**config.mk**
```make
export PLATFORM = sky130hd
export DESIGN_NAME = spi_master_ctrl
export DESIGN_NICKNAME = d
export VERILOG_FILES = /design/src/rtl/spi_master_ctrl.sv
export SDC_FILE = /design/constraint.sdc
export NUM_CORES = 1
export LEC_CHECK = 0
export CAP_MARGIN = 20
export CORE_MARGIN = 1
export CORE_UTILIZATION = 23
export CTS_CLUSTER_DIAMETER = 120
export DETAILED_ROUTE_END_ITERATION = 16
export DONT_BUFFER_PORTS = 1
export PLACE_DENSITY_LB_ADDON = 0.1
export SLEW_MARGIN = 20
export SYNTH_ARGS = -nofsm -noshare
export SYNTH_HDL_FRONTEND = slang
export SYNTH_SLANG_ARGS = --single-unit
```
**constraint.sdc**
```tcl
create_clock -name clk -period 3 [get_ports clk]
set_clock_uncertainty 0.05 [all_clocks]
set_input_delay 0.6 -clock clk [delete_from_list [all_inputs] [get_ports clk]]
set_output_delay 0.6 -clock clk [all_outputs]
set_load 0.05 [all_outputs]
```
**src/rtl/spi_master_ctrl.sv**
```systemverilog
// rtl/spi_master_ctrl.sv - memory-mapped SPI master (mode 0, MSB first) with status and irq
module spi_master_ctrl #(
  parameter logic [12:0] BASE_ADDR = 13'h0100,
  parameter int          FRAME_W   = 16,
  parameter int          DIV_W     = 8
) (
  input  logic        clk,
  input  logic        reset,
  input  logic        we,
  input  logic [12:0] adr,
  input  logic [15:0] wdata,
  output logic [15:0] rdata,
  output logic        sel,
  output logic        spi_sclk,
  output logic        spi_mosi,
  input  logic        spi_miso,
  output logic        spi_cs_n,
  output logic        irq
);

  localparam int BC_W = $clog2(FRAME_W + 1);

  localparam logic [2:0] S_IDLE  = 3'd0;
  localparam logic [2:0] S_SETUP = 3'd1;
  localparam logic [2:0] S_HIGH  = 3'd2;
  localparam logic [2:0] S_LOW   = 3'd3;
  localparam logic [2:0] S_HOLD  = 3'd4;

  logic [2:0]         state;
  logic [DIV_W-1:0]   timer;
  logic [DIV_W-1:0]   clkdiv;
  logic [BC_W-1:0]    bitcount;
  logic [FRAME_W-1:0] shreg;
  logic [FRAME_W-1:0] rxdata;
  logic [15:0]        txdata;
  logic               sample;
  logic               ie;
  logic               done;
  logic               overrun;
  logic               busy;

  logic [12:0] offset;
  logic        wr_ctrl;
  logic        wr_tx;
  logic        wr_stat;
  logic        phase_end;
  logic        last_bit;

  // Window decode: the subtraction wraps, so addresses below the base fall outside too.
  assign offset    = adr - BASE_ADDR;
  assign sel       = (offset < 13'd4);
  assign wr_ctrl   = we & sel & (offset[1:0] == 2'd0);
  assign wr_tx     = we & sel & (offset[1:0] == 2'd1);
  assign wr_stat   = we & sel & (offset[1:0] == 2'd3);
  assign phase_end = (timer == '0);
  assign last_bit  = (bitcount == BC_W'(FRAME_W));
  assign irq       = done & ie;

  // Combinational register read-back; zero outside the window.
  always_comb begin
    rdata = '0;
    if (sel) begin
      case (offset[1:0])
        2'd0: begin
          rdata[0]          = ie;
          rdata[DIV_W+7:8]  = clkdiv;
        end
        2'd1:    rdata = txdata;
        2'd2:    rdata[FRAME_W-1:0] = rxdata;
        default: rdata[2:0] = {busy, overrun, done};
      endcase
    end
  end

  // Register file, half-period timer and frame sequencer.
  // Received bits are held in 'sample' at the rising edge and shifted in at the
  // following falling edge, so the outgoing LSBs are never overwritten early.
  // After the last rising edge a full low half-period precedes HOLD, giving
  // 2*FRAME_W+2 phases per frame.
  always_ff @(posedge clk or negedge reset) begin
    if (!reset) begin
      state    <= S_IDLE;
      timer    <= '0;
      clkdiv   <= '0;
      bitcount <= '0;
      shreg    <= '0;
      rxdata   <= '0;
      txdata   <= '0;
      sample   <= 1'b0;
      ie       <= 1'b0;
      done     <= 1'b0;
      overrun  <= 1'b0;
      busy     <= 1'b0;
      spi_sclk <= 1'b0;
      spi_mosi <= 1'b0;
      spi_cs_n <= 1'b1;
    end else begin
      if (wr_ctrl) begin
        ie     <= wdata[0];
        clkdiv <= wdata[DIV_W+7:8];
      end
      if (wr_stat && wdata[0]) done    <= 1'b0;
      if (wr_stat && wdata[1]) overrun <= 1'b0;
      if (wr_tx && (state != S_IDLE)) overrun <= 1'b1;

      if ((state != S_IDLE) && !phase_end) timer <= timer - 1'b1;

      case (state)
        S_IDLE: begin
          if (wr_tx) begin
            shreg    <= wdata[FRAME_W-1:0];
            txdata   <= wdata;
            done     <= 1'b0;
            busy     <= 1'b1;
            spi_cs_n <= 1'b0;
            spi_mosi <= wdata[FRAME_W-1];
            bitcount <= '0;
            timer    <= clkdiv;
            state    <= S_SETUP;
          end
        end
        S_SETUP: begin
          if (phase_end) begin
            spi_sclk <= 1'b1;
            sample   <= spi_miso;
            bitcount <= bitcount + BC_W'(1);
            timer    <= clkdiv;
            state    <= S_HIGH;
          end
        end
        S_HIGH: begin
          if (phase_end) begin
            spi_sclk <= 1'b0;
            shreg    <= {shreg[FRAME_W-2:0], sample};
            if (!last_bit) spi_mosi <= shreg[FRAME_W-2];
            timer    <= clkdiv;
            state    <= S_LOW;
          end
        end
        S_LOW: begin
          if (phase_end) begin
            timer <= clkdiv;
            if (last_bit) begin
              state <= S_HOLD;
            end else begin
              spi_sclk <= 1'b1;
              sample   <= spi_miso;
              bitcount <= bitcount + BC_W'(1);
              state    <= S_HIGH;
            end
          end
        end
        S_HOLD: begin
          if (phase_end) begin
            spi_cs_n <= 1'b1;
            spi_mosi <= 1'b0;
            rxdata   <= shreg;
            done     <= 1'b1;
            busy     <= 1'b0;
            state    <= S_IDLE;
          end
        end
        default: state <= S_IDLE;
      endcase
    end
  end

endmodule
```
**Yosys cells after proc, flatten, opt, wreduce, memory -nomap -nowiden**

Index checks and enable logic that the tools add are counted.

- Register bits after elaboration: 80
- Bits in latches: 0
- RAM bits: 0
- Bits in read-only memories: 0
- Memories: 0

- Add/subtract/negate cells: 3
- Multipliers: 0
- Div/mod/pow operators: 0
- Order comparisons: 1
- Equality and inequality tests: 15
- Shifts and indexed selects: 0
- Muxes and demuxes: 47
- Bitwise logic cells: 5
- Reductions and logical operators: 26

Operators with widths:

| operator | count |
|---|---|
| $mux W16 | 3 |
| $pmux W16 S2 | 1 |
| $mux W8 | 3 |
| $pmux W8 S3 | 1 |
| $mux W5 | 4 |
| $reduce_and A5 Y1 | 4 |
| $mux W3 | 6 |
| $mux W1 | 17 |
| $pmux W8 S2 | 1 |
| $pmux W3 S5 | 1 |
| $pmux W5 S3 | 1 |
| $ne A2 B2 Y1 const B | 7 |
| $lt A13 B3 Y1 const B | 1 |
| $sub A13 B9 Y13 const B | 1 |
| $reduce_bool A3 Y1 | 4 |
| $pmux W5 S2 | 1 |
| $pmux W1 S3 | 3 |
| $logic_not A8 Y1 | 1 |
| $pmux W1 S2 | 4 |
| $reduce_bool A2 Y1 | 4 |
| $sub A8 B1 Y8 const B | 1 |
| $eq A3 B2 Y1 const B | 2 |
| $pmux W2 S3 | 1 |
| $reduce_and A3 Y1 | 2 |
| 14 further kinds | 23 |

**Logic depth before layout (Yosys ltp)**

- Word-level depth: 8
- Depth in mapped cells: 8
- Gate-level depth less buffers: 7

**Worst setup path before layout**

Ideal clock, no wire load.

- Kind: input -> output
- From: in adr[8]
- To: out rdata[10]
- Arrival: 2.378 ns
- Required time: 2.350 ns
- Path slack: -0.028 ns
- Cell stages on the path: 8
- Path buffers: 1
- Cells stage by stage: inv_1 ha_1 nor2b_1 nand4_1 inv_4 nand2b_1 clkbuf_1 nor2_1

- Word-level cells in the longest chain between the ends: 3

Ends and longest elaborated chain:

| element | RTL line | text |
|---|---|---|
| start: declaration | 10 | `input logic [12:0] adr,` |
| $sub A13 B9 Y13 | 50 | `assign offset = adr - BASE_ADDR;` |
| $lt A13 B3 Y1 | 51 | `assign sel = (offset < 13'd4);` |
| net sel | 13 | `output logic sel,` |
| $mux W16 | 62 | `if (sel) begin` |
| end: declaration | 12 | `output logic [15:0] rdata,` |

The timed path passes the listed nets, and every way through them passes these cells.

**Worst setup path in the final report**

- From: in adr[8]
- To: out rdata[15]

- Word-level cells in the longest chain between the ends: 3

Ends and longest elaborated chain:

| element | RTL line |
|---|---|
| $sub A13 B9 Y13 | 50 |
| $lt A13 B3 Y1 | 51 |
| $mux W16 | 62 |

No other way between the ends.

==> results.tsv <==
stage	metric	value	unit
layout	Synth-to-Final Area Change	17.4	%
clock_tree	clk sinks	80	
die	Die W	136	um
worst_setup_path	crit path max fanout	8	
sta	Slew @ Worst Pin	0.884	ns
clock_tree	Clock transition at path regs	0.06	ns
place	Final HPWL DP	7760	um
worst_setup_path	CP Capture Type	output port	
sta	Final min period	2.74	ns
layout	nets@finish	412	
clock_tree	setup bufs post-CTS	0	
logic_synthesis	Yosys top cell by area	dfrtp_1	
clock_tree	Clk Latency, worst-skew pair	0.34	ns
sta	max frequency	365	MHz
worst_setup_path	crit-path cells	inv_1, ha_1, nor2b_1, nand4_1, inv_4, nand2b_1, nor2_1, buf_4	
clock_tree	CTS tree	yes	
clock_tree	clk buf depth	2	
run_status	status	finished, final reports clean	
clock_tree	Post-CTS Resized	0	
die	die area	0.0186	sq mm
clock_tree	CTS H-Tree Depth	3	
logic_synthesis	Mapped Cells	345	
die	total core area	0.0175	sq mm
logic_synthesis	synthesized flop and latch total	80	
place	dpl cells	583	
layout	Antenna Cells	0	
clock_tree	cts bufs inserted	9	
worst_setup_path	type of origin of the critical path	input port	
job	Max-Cap Viols	0	
worst_setup_path	reg2reg start	timer[0]$_DFF_PN0_	
logic_synthesis	Seq/Total Area, Yosys	48.2	%
min_path	Worst Hold Class	input port to asynchronous set/reset pin	
die	row cnt	48	
grt	GR Util met1	18.0	%
grt	Tot GR Track Use	13.4	%
grt	global route hottest layer	met2	
pwr	overall power	2.26	mW
sta	setup violators final	0	
logic_synthesis	syn_nets	387	
logic_synthesis	top cells by area, synth	dfrtp_1 48%, mux2_2 10%, o221a_2 4.3%	
pwr	leakage dissipation	2.18	nW
worst_setup_path	Worst Setup SP	adr[8]	
place	Final GP Congestion	0.690	
sta	Tcrit/Tclk final	91.4	%
die	starting density of the core	23.8	%
logic_synthesis	Yosys cell types	58	
sta	Rel. slew slack	41.1	%
detailed_routing	final WL	11500	um
grt	largest net degree at the start of global routing	80	
logic_synthesis	top-area cell type share of the netlist area	47.5	%
layout	share of cells above drive strength 1	34.0	%
die	IO Pins	54	
grt	initial antenna violation count	0	
worst_setup_path	crit path max-delay cell type	nor2_1	
logic_synthesis	prevailing post-synth register cell	dfrtp_1	
logic_synthesis	YS warnings	0	
logic_synthesis	fraction of registers with async set/reset	100	%
detailed_routing	ANT nets after route	0	
pwr	Power Density	463	mW/mm^2
grt	vias in the first global route	2989	
logic_synthesis	Post-synth EDFFs	0	
worst_setup_path	WP data arrival	2.09	ns
grt	first-pass GRT wire length	18200	um
layout	fin cells	599	
detailed_routing	Iter 0 DRT Violations	190	
sta	final hold vios	0	
pwr	VDD IR max	0.000234	V
detailed_routing	Post-route DRC	0	
logic_synthesis	Syn Area/Cell	12.1	sq um
worst_setup_path	max incr delay on CP	0.27	ns
grt	GR Layer Usage met3	2.87	%
sta	RSZ-0062 raised after global routing	no	
sta	Final Slew Violations	0	
detailed_routing	vias per cell	4.75	
grt	met2 GRT Util	20.6	%
logic_synthesis	mapped cell area	0.00416	sq mm
worst_setup_path	Setup CP Type	input port to output port	
worst_setup_path	Req. time, crit path	2.35	ns
grt	GRT overflow	0	
place	# port buffers	0	
detailed_routing	DR pass1 iterations	4	
clock_tree	clk root buf	clkbuf_16	
detailed_routing	DR vias	2847	
die	die height	136	um
detailed_routing	Routed wire per std cell	19.2	um
-- Yosys cell counts, types with 4 or more instances --
library cell  instances
dfrtp_1              79
or2_0                16
o21ai_0               4
o221a_2              16
mux2i_1              10
inv_1                14
a222oi_1              9
ha_1                  9
buf_4                 4
nor2b_1               5
mux2_4                9
a22oi_1               8
a21oi_1               9
nor2_1               28
nand2_1              11
mux2_2               37
nor3_1                4
clkbuf_1              6
xnor2_1               5
-- layout by cell type (no fill, tap or decap), types with 2 or more instances in the layout --
cell,Yosys,layout
a211oi_1,2,2
a21oi_1,9,9
a222oi_1,9,9
a22o_1,2,2
a22oi_1,8,8
buf_4,4,29
clkbuf_16,0,9
clkinv_4,0,2
dfrtp_1,79,79
ha_1,9,9
inv_1,14,14
mux2_1,3,3
mux2_2,37,37
mux2_4,9,9
mux2i_1,10,10
nand2_1,11,11
nand3_1,3,3
nand3_2,3,3
nand4_1,3,3
nor2_1,28,27
nor2b_1,5,5
nor3_1,4,4
nor3_2,2,2
nor4_1,3,3
o21ai_0,4,4
o21bai_1,2,2
o221a_2,16,16
o22ai_1,3,3
o2bb2ai_1,2,2
or2_0,16,16
or3_1,3,3
xnor2_1,5,5
-- kinds of logic after synthesis --
group | after synthesis | synth area share (%)
AOI/OAI and AO/OA | 64 | 13.6
xor gates and xnor gates | 5 | 1.05
adders and majority gates | 9 | 2.71
buffers and inverters | 32 | 3.94
DFF | 80 | 48.2
muxes | 59 | 16.5
and+or+nand+nor | 96 | 14.1
-- power by group --
group          switching (mW)  leakage, nW  internal (mW)
Sequential           0.000824         1.06           1.08
Clock                   0.458        0.142          0.666
Combinational          0.0401        0.984         0.0159
Total                   0.499         2.18           1.76
-- repair_timing --
action	4_1_cts	5_1_grt
endpoints found under the hold margin	79	0
hold buffers	1	0
endpoints found under the setup margin	0	0
-- metrics by stage --
step	cell area, sq um	hold WS (ns)	utilization [%]	setup TNS, ns	setup slack, ns
after floorplan	4160	0.254	-	-0.207	-0.0275
after detailed placement	4560	0.258	26.1	0	0.141
after CTS	4880	0.0360	27.9	0	0.134
after global placement	4560	0.258	26.1	0	0.199
after global routing	4880	0.0346	27.9	0	0.114
final	4880	0.0523	27.9	0	0.258
-- worst max-delay path: cells and delay by family --
family	cells	cell delay, ns
AND/OR/NAND/NOR	4	0.83
buffers and inverters	3	0.40
adder cells (fa/ha/maj)	1	0.26
-- state kept, by name, indices dropped and copies added, names as in the netlist, 3 cells and up --
name      flops
rxdata       16
shreg        16
txdata       16
clkdiv        8
timer         8
bitcount      5
state         3
-- layout make-up --
| cell class | count | area [sq um] |
|---|---|---|
| well taps | 225 | 282 |
| repair buffers | 30 | 245 |
| fillers | 1803 | 12600 |
| clock inverters | 4 | 55.1 |
| flip-flops and latches | 80 | 2000 |
| inverters | 16 | 62.6 |
| clock buffers | 11 | 243 |
| multi-input cells | 233 | 1990 |
-- final timing paths --
kind	end	slack, ns	depth (start not counted)
max reg2reg	timer[6]$_DFF_PN0_	0.72	6
max in group asynchronous	timer[6]$_DFF_PN0_	2.44	1
max	rdata[15]	0.26	8
min reg2reg	busy$_DFFE_PN0P_	0.43	1
min	spi_cs_n$_DFFE_PN1P_	0.05	0
min in group clk	overrun$_DFFE_PN0P_	0.33	2
-- metal layers --
metal	wire length (um)	up-vias
li1	-	1336
met1	5460	1448
met2	5390	52
met3	424	11
met4	210	0
met5	0	-
(Power assumes the default switching activity.)
